--- src/rtl/address_mem_decoder.sv ---
// Reverse map for the associative address encoder: local slot -> global address.
// A power-up sweep clears the table, then binds, unbinds and pipelined lookups run.
module address_mem_decoder #(
   parameter int output_width = 3,
   parameter int input_width  = 16
) (
   input  logic                    clock,
   input  logic                    reset,
   input  logic                    bind_valid,
   input  logic [output_width-1:0] bind_local,
   input  logic [input_width-1:0]  bind_global,
   output logic                    bind_ready,
   output logic                    bind_over,
   input  logic                    unbind,
   input  logic [output_width-1:0] unbind_local,
   input  logic                    rd_req,
   input  logic [output_width-1:0] rd_local,
   output logic                    rd_valid,
   output logic [input_width-1:0]  rd_global,
   output logic                    rd_miss,
   output logic                    busy,
   output logic [output_width:0]   bound_count
);

   localparam int depth = 2**output_width;

   typedef enum logic {INIT, READY} state_t;

   state_t                  state;
   logic [output_width-1:0] cnt;
   logic [input_width-1:0]  mem [depth];
   logic [depth-1:0]        used;
   logic                    bind_new;
   logic                    unbind_hit;

   // A same-slot bind wins over the unbind, so the unbind only counts when it hits another used slot.
   always_comb begin
      bind_new   = bind_valid && !used[bind_local];
      unbind_hit = unbind && used[unbind_local] &&
                   !(bind_valid && (bind_local == unbind_local));
   end

   // busy and bind_ready mirror the state and are registered alongside it.
   always_ff @(posedge clock) begin
      if (reset) begin
         state       <= INIT;
         cnt         <= '0;
         busy        <= 1'b1;
         bind_ready  <= 1'b0;
         rd_valid    <= 1'b0;
         rd_global   <= '0;
         rd_miss     <= 1'b0;
         bind_over   <= 1'b0;
         bound_count <= '0;
      end else begin
         rd_valid  <= 1'b0;
         bind_over <= 1'b0;
         case (state)
            INIT: begin
               mem[cnt]  <= '0;
               used[cnt] <= 1'b0;
               cnt       <= cnt + 1'b1;
               if (&cnt) begin
                  state      <= READY;
                  busy       <= 1'b0;
                  bind_ready <= 1'b1;
               end
            end
            READY: begin
               // Lookups see the table as it stood before this edge's writes.
               if (rd_req) begin
                  rd_valid  <= 1'b1;
                  rd_global <= used[rd_local] ? mem[rd_local] : '0;
                  rd_miss   <= !used[rd_local];
               end
               if (unbind_hit) begin
                  used[unbind_local] <= 1'b0;
                  mem[unbind_local]  <= '0;
               end
               if (bind_valid) begin
                  used[bind_local] <= 1'b1;
                  mem[bind_local]  <= bind_global;
                  bind_over        <= used[bind_local];
               end
               bound_count <= bound_count + {{output_width{1'b0}}, bind_new}
                                          - {{output_width{1'b0}}, unbind_hit};
            end
            default: state <= INIT;
         endcase
      end
   end

endmodule

--- config.mk ---
export PLATFORM = sky130hd
export DESIGN_NAME = address_mem_decoder
export DESIGN_NICKNAME = d
export VERILOG_FILES = /design/src/rtl/address_mem_decoder.sv
export SDC_FILE = /design/constraint.sdc
export NUM_CORES = 1
export LEC_CHECK = 0
export BUFFER_PORTS_ARGS = -buffer_cell sky130_fd_sc_hd__buf_2
export CORE_UTILIZATION = 30
export CTS_BUF_LIST = sky130_fd_sc_hd__clkbuf_4 sky130_fd_sc_hd__clkbuf_8
export DETAILED_ROUTE_END_ITERATION = 6
export PLACE_DENSITY = 0.55
export SETUP_SLACK_MARGIN = 0.4
export SLEW_MARGIN = 0
export SYNTH_ARGS = -nofsm -noshare
export SYNTH_HDL_FRONTEND = slang
export SYNTH_SLANG_ARGS = --single-unit
--- constraint.sdc ---
create_clock -name clock -period 4.7 [get_ports clock]
set_clock_uncertainty 0.2 [all_clocks]
set_input_delay 1.175 -clock clock [delete_from_list [all_inputs] [get_ports clock]]
set_output_delay 1.175 -clock clock [all_outputs]
set_load 0.1 [all_outputs]
* Word-level counts from Yosys, hierarchy flattened
Memories as Yosys holds them, arrays and structs flattened.
Cells that the tools add are included.
W data, S select, Z words.
** Operators by class
- Mux-type cells :: 35
- $mul :: 0
- $add $sub $neg :: 3
- Bitwise gates (word level) :: 7
- Equality and inequality tests :: 1
- Order comparisons :: 7
- Reduce and logical (&&, ||, !) cells :: 16
- Shifts and indexed selects :: 0
- Div/mod/pow operators :: 0
** Operator list (number)
- $mux W16 :: 2
- $mux W8 :: 4
- $mux W1 :: 21
- $and A8 B8 Y8 :: 2
- $lt A3 B4 Y1 const B :: 4
- $not A8 Y8 :: 2
- $pmux W8 S2 :: 1
- $reduce_or A16 Y1 :: 1
- $bmux W1 S3 :: 3
- $demux W1 S3 :: 3
- $ge A3 B1 Y1 const B :: 3
- $or A8 B8 Y8 :: 1
- $logic_and A1 B1 Y1 :: 7
- $add A4 B1 Y4 :: 1
- $reduce_and A4 Y1 :: 1
- $sub A4 B1 Y4 :: 1
- $add A3 B1 Y3 const B :: 1
- $eq A3 B3 Y1 :: 1
- $logic_not A1 Y1 :: 3
- $mux W3 :: 1
- $reduce_and A3 Y1 :: 1
- $reduce_or A3 Y1 :: 1
- $not A1 Y1 :: 2
- $reduce_and A2 Y1 :: 1
- $reduce_or A2 Y1 :: 1
** Word-level totals
- Output and inout bits :: 25
- Logic and storage cells :: 80
- Register bits after elaboration :: 37
- Bits in read-only memories :: 0
- Memory bits (writable) :: 128
- Bits in latches :: 0
- Memories kept :: 1
** Memory list
- mem :: depth 8, bits a word 16, rd ports 1, clocked after Yosys merged registers in 0, wr ports 2, RTL line 31 : logic [input_width-1:0] mem [depth];

* Longest topological paths before layout
- Word-level depth :: 12
- Depth in mapped cells :: 14

* Least setup slack after synthesis
OpenSTA, ideal clock, no wires.
- Path kind :: input port to flip-flop
- From :: input port unbind_local[2]
- To :: memory mem[2][0] (enable)
- Setup slack :: 0.387 ns
- Library setup time :: 0.414 ns
- Data arrival time :: 3.698 ns
- Data required time :: 4.086 ns
- Cell stages on the path :: 7
- Buffers on the path :: 2
- Path through :: mux2_4 -> a32o_1 -> o311a_1 -> buf_6 -> buf_6 -> a21o_1 -> a211oi_1
** RTL lines
- from (decl) :: RTL line 15 : input logic [output_width-1:0] unbind_local,
- to (decl) :: RTL line 31

* Worst setup path after layout
- From :: input port unbind_local[0]
- To :: register bound_count[3]
** On the way
- Longest elaborated chain between the ends :: 5
- Elaborated cells between the ends (all ways) :: 8
- Classes of those cells :: add/sub: 1; eq/ne: 1; mux: 2; reduce/logical: 4
** RTL lines
- $bmux W1 S3 or $eq A3 B3 Y1 (tied branches) :: RTL line 39, 40
- $mux W1 (implied by the code) or $logic_and A1 B1 Y1 (tied branches) :: RTL line 39, 40
- $logic_and A1 B1 Y1 or $logic_not A1 Y1 (tied branches) :: RTL line 39, 40
- $logic_and A1 B1 Y1 * :: RTL line 39 : unbind_hit = unbind && used[unbind_local] &&
- $sub A4 B1 Y4 * :: RTL line 86 : - {{output_width{1'b0}}, unbind_hit};
- to (signal assigned) :: RTL line 85 : bound_count <= bound_count + {{output_width{1'b0}}, bind_new}
- to (decl) :: RTL line 22 : output logic [output_width:0] bound_count
Every way passes the cells marked *; elsewhere a longest branch is shown, timed or not. The select of a mux whose other input is x is not followed.
A chain may end at the register's enable or synchronous reset.

==> impl_metrics.ini <==
[layout]
layout-drive-gt1-share = 0.256
final_util = 0.359
layout_commonest_cell = sky130_fd_sc_hd__edfxtp_1
layout-area-overhead-vs-synth_pct = 16.8
layout_common_cells = sky130_fd_sc_hd__edfxtp_1, sky130_fd_sc_hd__and2_1, sky130_fd_sc_hd__buf_2, sky130_fd_sc_hd__mux4_2, sky130_fd_sc_hd__buf_4
post_layout_nonfiller_instances = 978
antenna_cells_inserted = 0
nNetsFinal = 672

[worst_setup_path]
arrival_time_reported_for_the_critical_path_endpoint_ns = 3.70
max_stage_delay_ns = 0.37
worst-path-max-fanout = 14
critical_path.slowest_cell = sky130_fd_sc_hd__o311a_1
path_buf_inv = 2
crit_path_end_kind = flop
reg2reg_slack_ns = 1.64
critPathRequiredTime_ns = 4.86
worstPathCellList = buf_2 -> mux2_1 -> a32o_1 -> o311a_1 -> ha_1 -> inv_1 -> ha_1 -> a21o_1 -> a21oi_1 -> xnor2_1 -> a21oi_1 -> a31o_2
worst_path_dominant_cell_family = compound AO/OA/AOI/OAI gates
critical_path_class = input port to flop
worstSetupStartpointType = input port

[synth]
synth.top_cell.area_share = 0.527
synth.cell_area_sq_mm = 0.00775
asyncSetResetFlopFracSynth = 0
ys_ff_latch = 165
synth_sequential_area_ratio = 0.602
synth-xor-area-share = 0.00565
primary_flip_flop_cell_chosen_by_synthesis_mapping = sky130_fd_sc_hd__edfxtp_1
synth.area.mux_share = 0.137
synth_adder_area_share = 0.0123
synth-compound-area-share = 0.0654
post_synth_inst_count = 564
largest_family_of_logic_cells_by_synthesized_area = simple AND/OR/NAND/NOR gates
post-synth-top-area-cell = sky130_fd_sc_hd__edfxtp_1
synth.top_cells.by_area = sky130_fd_sc_hd__edfxtp_1, sky130_fd_sc_hd__and2_1, sky130_fd_sc_hd__mux4_2
ys_warn_count = 0
number_of_synthesized_flops_with_an_enable_pin = 136
unique_cell_type_count_in_the_yosys_netlist = 46
synth.net_count = 601
synth-simple-area-share = 0.155
synth.avg_cell_area_sq_um = 13.7

[placement]
place.detailed.instances = 946
io_buffers = 54
detailedPlacementHpwl_um = 12800
globalplace.congestion = 0.868

[clock_tree]
clk_root_buffer_cell = sky130_fd_sc_hd__clkbuf_8
post-cts-setup-buffers = 0
htree_levels = 4
tritoncts.num_buffers = 17
clock_pin_slew_worst_setup_and_hold_paths_ns = 0.10
insertion_delay_ns = 0.45
clk_path_buf_depth = 2
cts_sinks = 165
post_cts_resized = 0
tritoncts = built
cts_hold_buf = 0

[sta]
grt_setup_unrepaired = no
post-route-period-util = 0.754
maxSlewHeadroom = 0.480
tightestPinTransition_ns = 0.779
tns_ns = 0
final-setup-viol-count = 0
final_hold_viol_count = 0
finalCriticalPeriod_ns = 3.54
max_clock_freq_mhz = 282
report.final.slew_viol_count = 0

[die]
chipHeight_um = 163
row_count = 58
floorplan.die.width_um = 163
core-area_sq_mm = 0.0253
boundaryPins = 55
initial_utilization = 0.307
die_area_sq_mm = 0.0265

[flow_run]
drv.max_cap_violation_count = 0

[detailed_routing]
routed-via-count = 4899
drt_wl_total_um = 19500
drtIter0Drc = 431
dr.pass1.iters = 5
detail_route.drc_violations = 0
postRouteAntennaNets = 0
routedWlPerCell_um = 19.9
routed_via_density = 5.01

[grt]
grt_pass1_wl_um = 30200
global_route.usage.total = 0.155
grt_start_max_net_pins = 33
number_of_global_route_vias_before_repair = 5161
grt_antenna_before_repair = 1
grt-ovfl-total = 0

[hold_path]
hold_path.class = flop to flop

[status]
run_status = finished clean

[pwr]
ir_worst_vdd_mv = 0.178
power-per-cell-area_mw_per_mm2 = 341
power.static_leakage_uw = 0.00346
## synthesized netlist by cell type, drive strengths merged (5+ instances only)
cell    count
edfxtp    136
and2      131
mux4       36
dfxtp      29
nand2      28
clkbuf     25
mux2i      21
nor2       21
o21ai      19
a211oi     13
buf         9
inv         9
a21oi       7
nand3b      7
a31o        6
ha          6
nor2b       6
a31oi       5
nand3       5
xnor2       5
## area by class of cell
type	instances	area, sq um
fill	2435	16200
sequential	165	4660
multi-input combinational	356	2950
timing repair buffer	86	510
tap	330	413
clock inverter	14	248
clock buffer	18	241
inverter	9	33.8
## cells by family after synthesis
group / after synthesis
buffers and inverters: 43
AND/OR/NAND/NOR: 211
XOR/XNOR: 5
multiplexers: 60
flip-flops: 165
adder cells (fa/ha/maj): 7
AO/OA/AOI/OAI: 73
## flip-flops by register name (all words and copies together) (netlist names), 3 cells and up
register / flops
rd_global: 16
mem: 128
bound_count: 4
used: 8
cnt: 3
## final timing paths
path | cells past startpoint | end | start
max | 12 | bound_count[3] | unbind_local[0]
min | 2 | bind_ready | bind_ready
max reg2reg | 11 | bound_count[3] | used[3]
min reg2reg | 2 | bind_ready | bind_ready
## routing by layer
layer / wire length [um] / vias to the layer above / track usage
li1: - / 2241 / -
met1: 8480 / 2484 / 0.191
met2: 9490 / 143 / 0.264
met3: 1130 / 31 / 0.0377
met4: 374 / 0 / 0.0540
met5: 0 / - / 0
## per-stage QoR
step | power, uW | hold WS [ns] | setup WS [ns] | cell area [sq um]
after detailed placement | 1880 | 0.239 | 0.712 | 8570
final | 3090 | 0.252 | 1.16 | 9060
after floorplan | 1790 | 0.348 | 0.387 | 7750
after global routing | 3190 | 0.287 | 1.03 | 9060
after global placement | 1870 | 0.232 | 0.754 | 8570
after CTS | 3120 | 0.253 | 1.23 | 9060
## report_power, final
part	total, uW	switching (uW)	internal, uW
logic	222	131	90.7
clock network	1250	550	702
registers	1620	21.0	1600
## worst min-delay path, stage by stage, from the launching register on
cell	delay (ns)
sky130_fd_sc_hd__dfxtp_1	0.32
sky130_fd_sc_hd__inv_1	0.05
sky130_fd_sc_hd__a21oi_1	0.05
(Power assumes the default switching activity.)
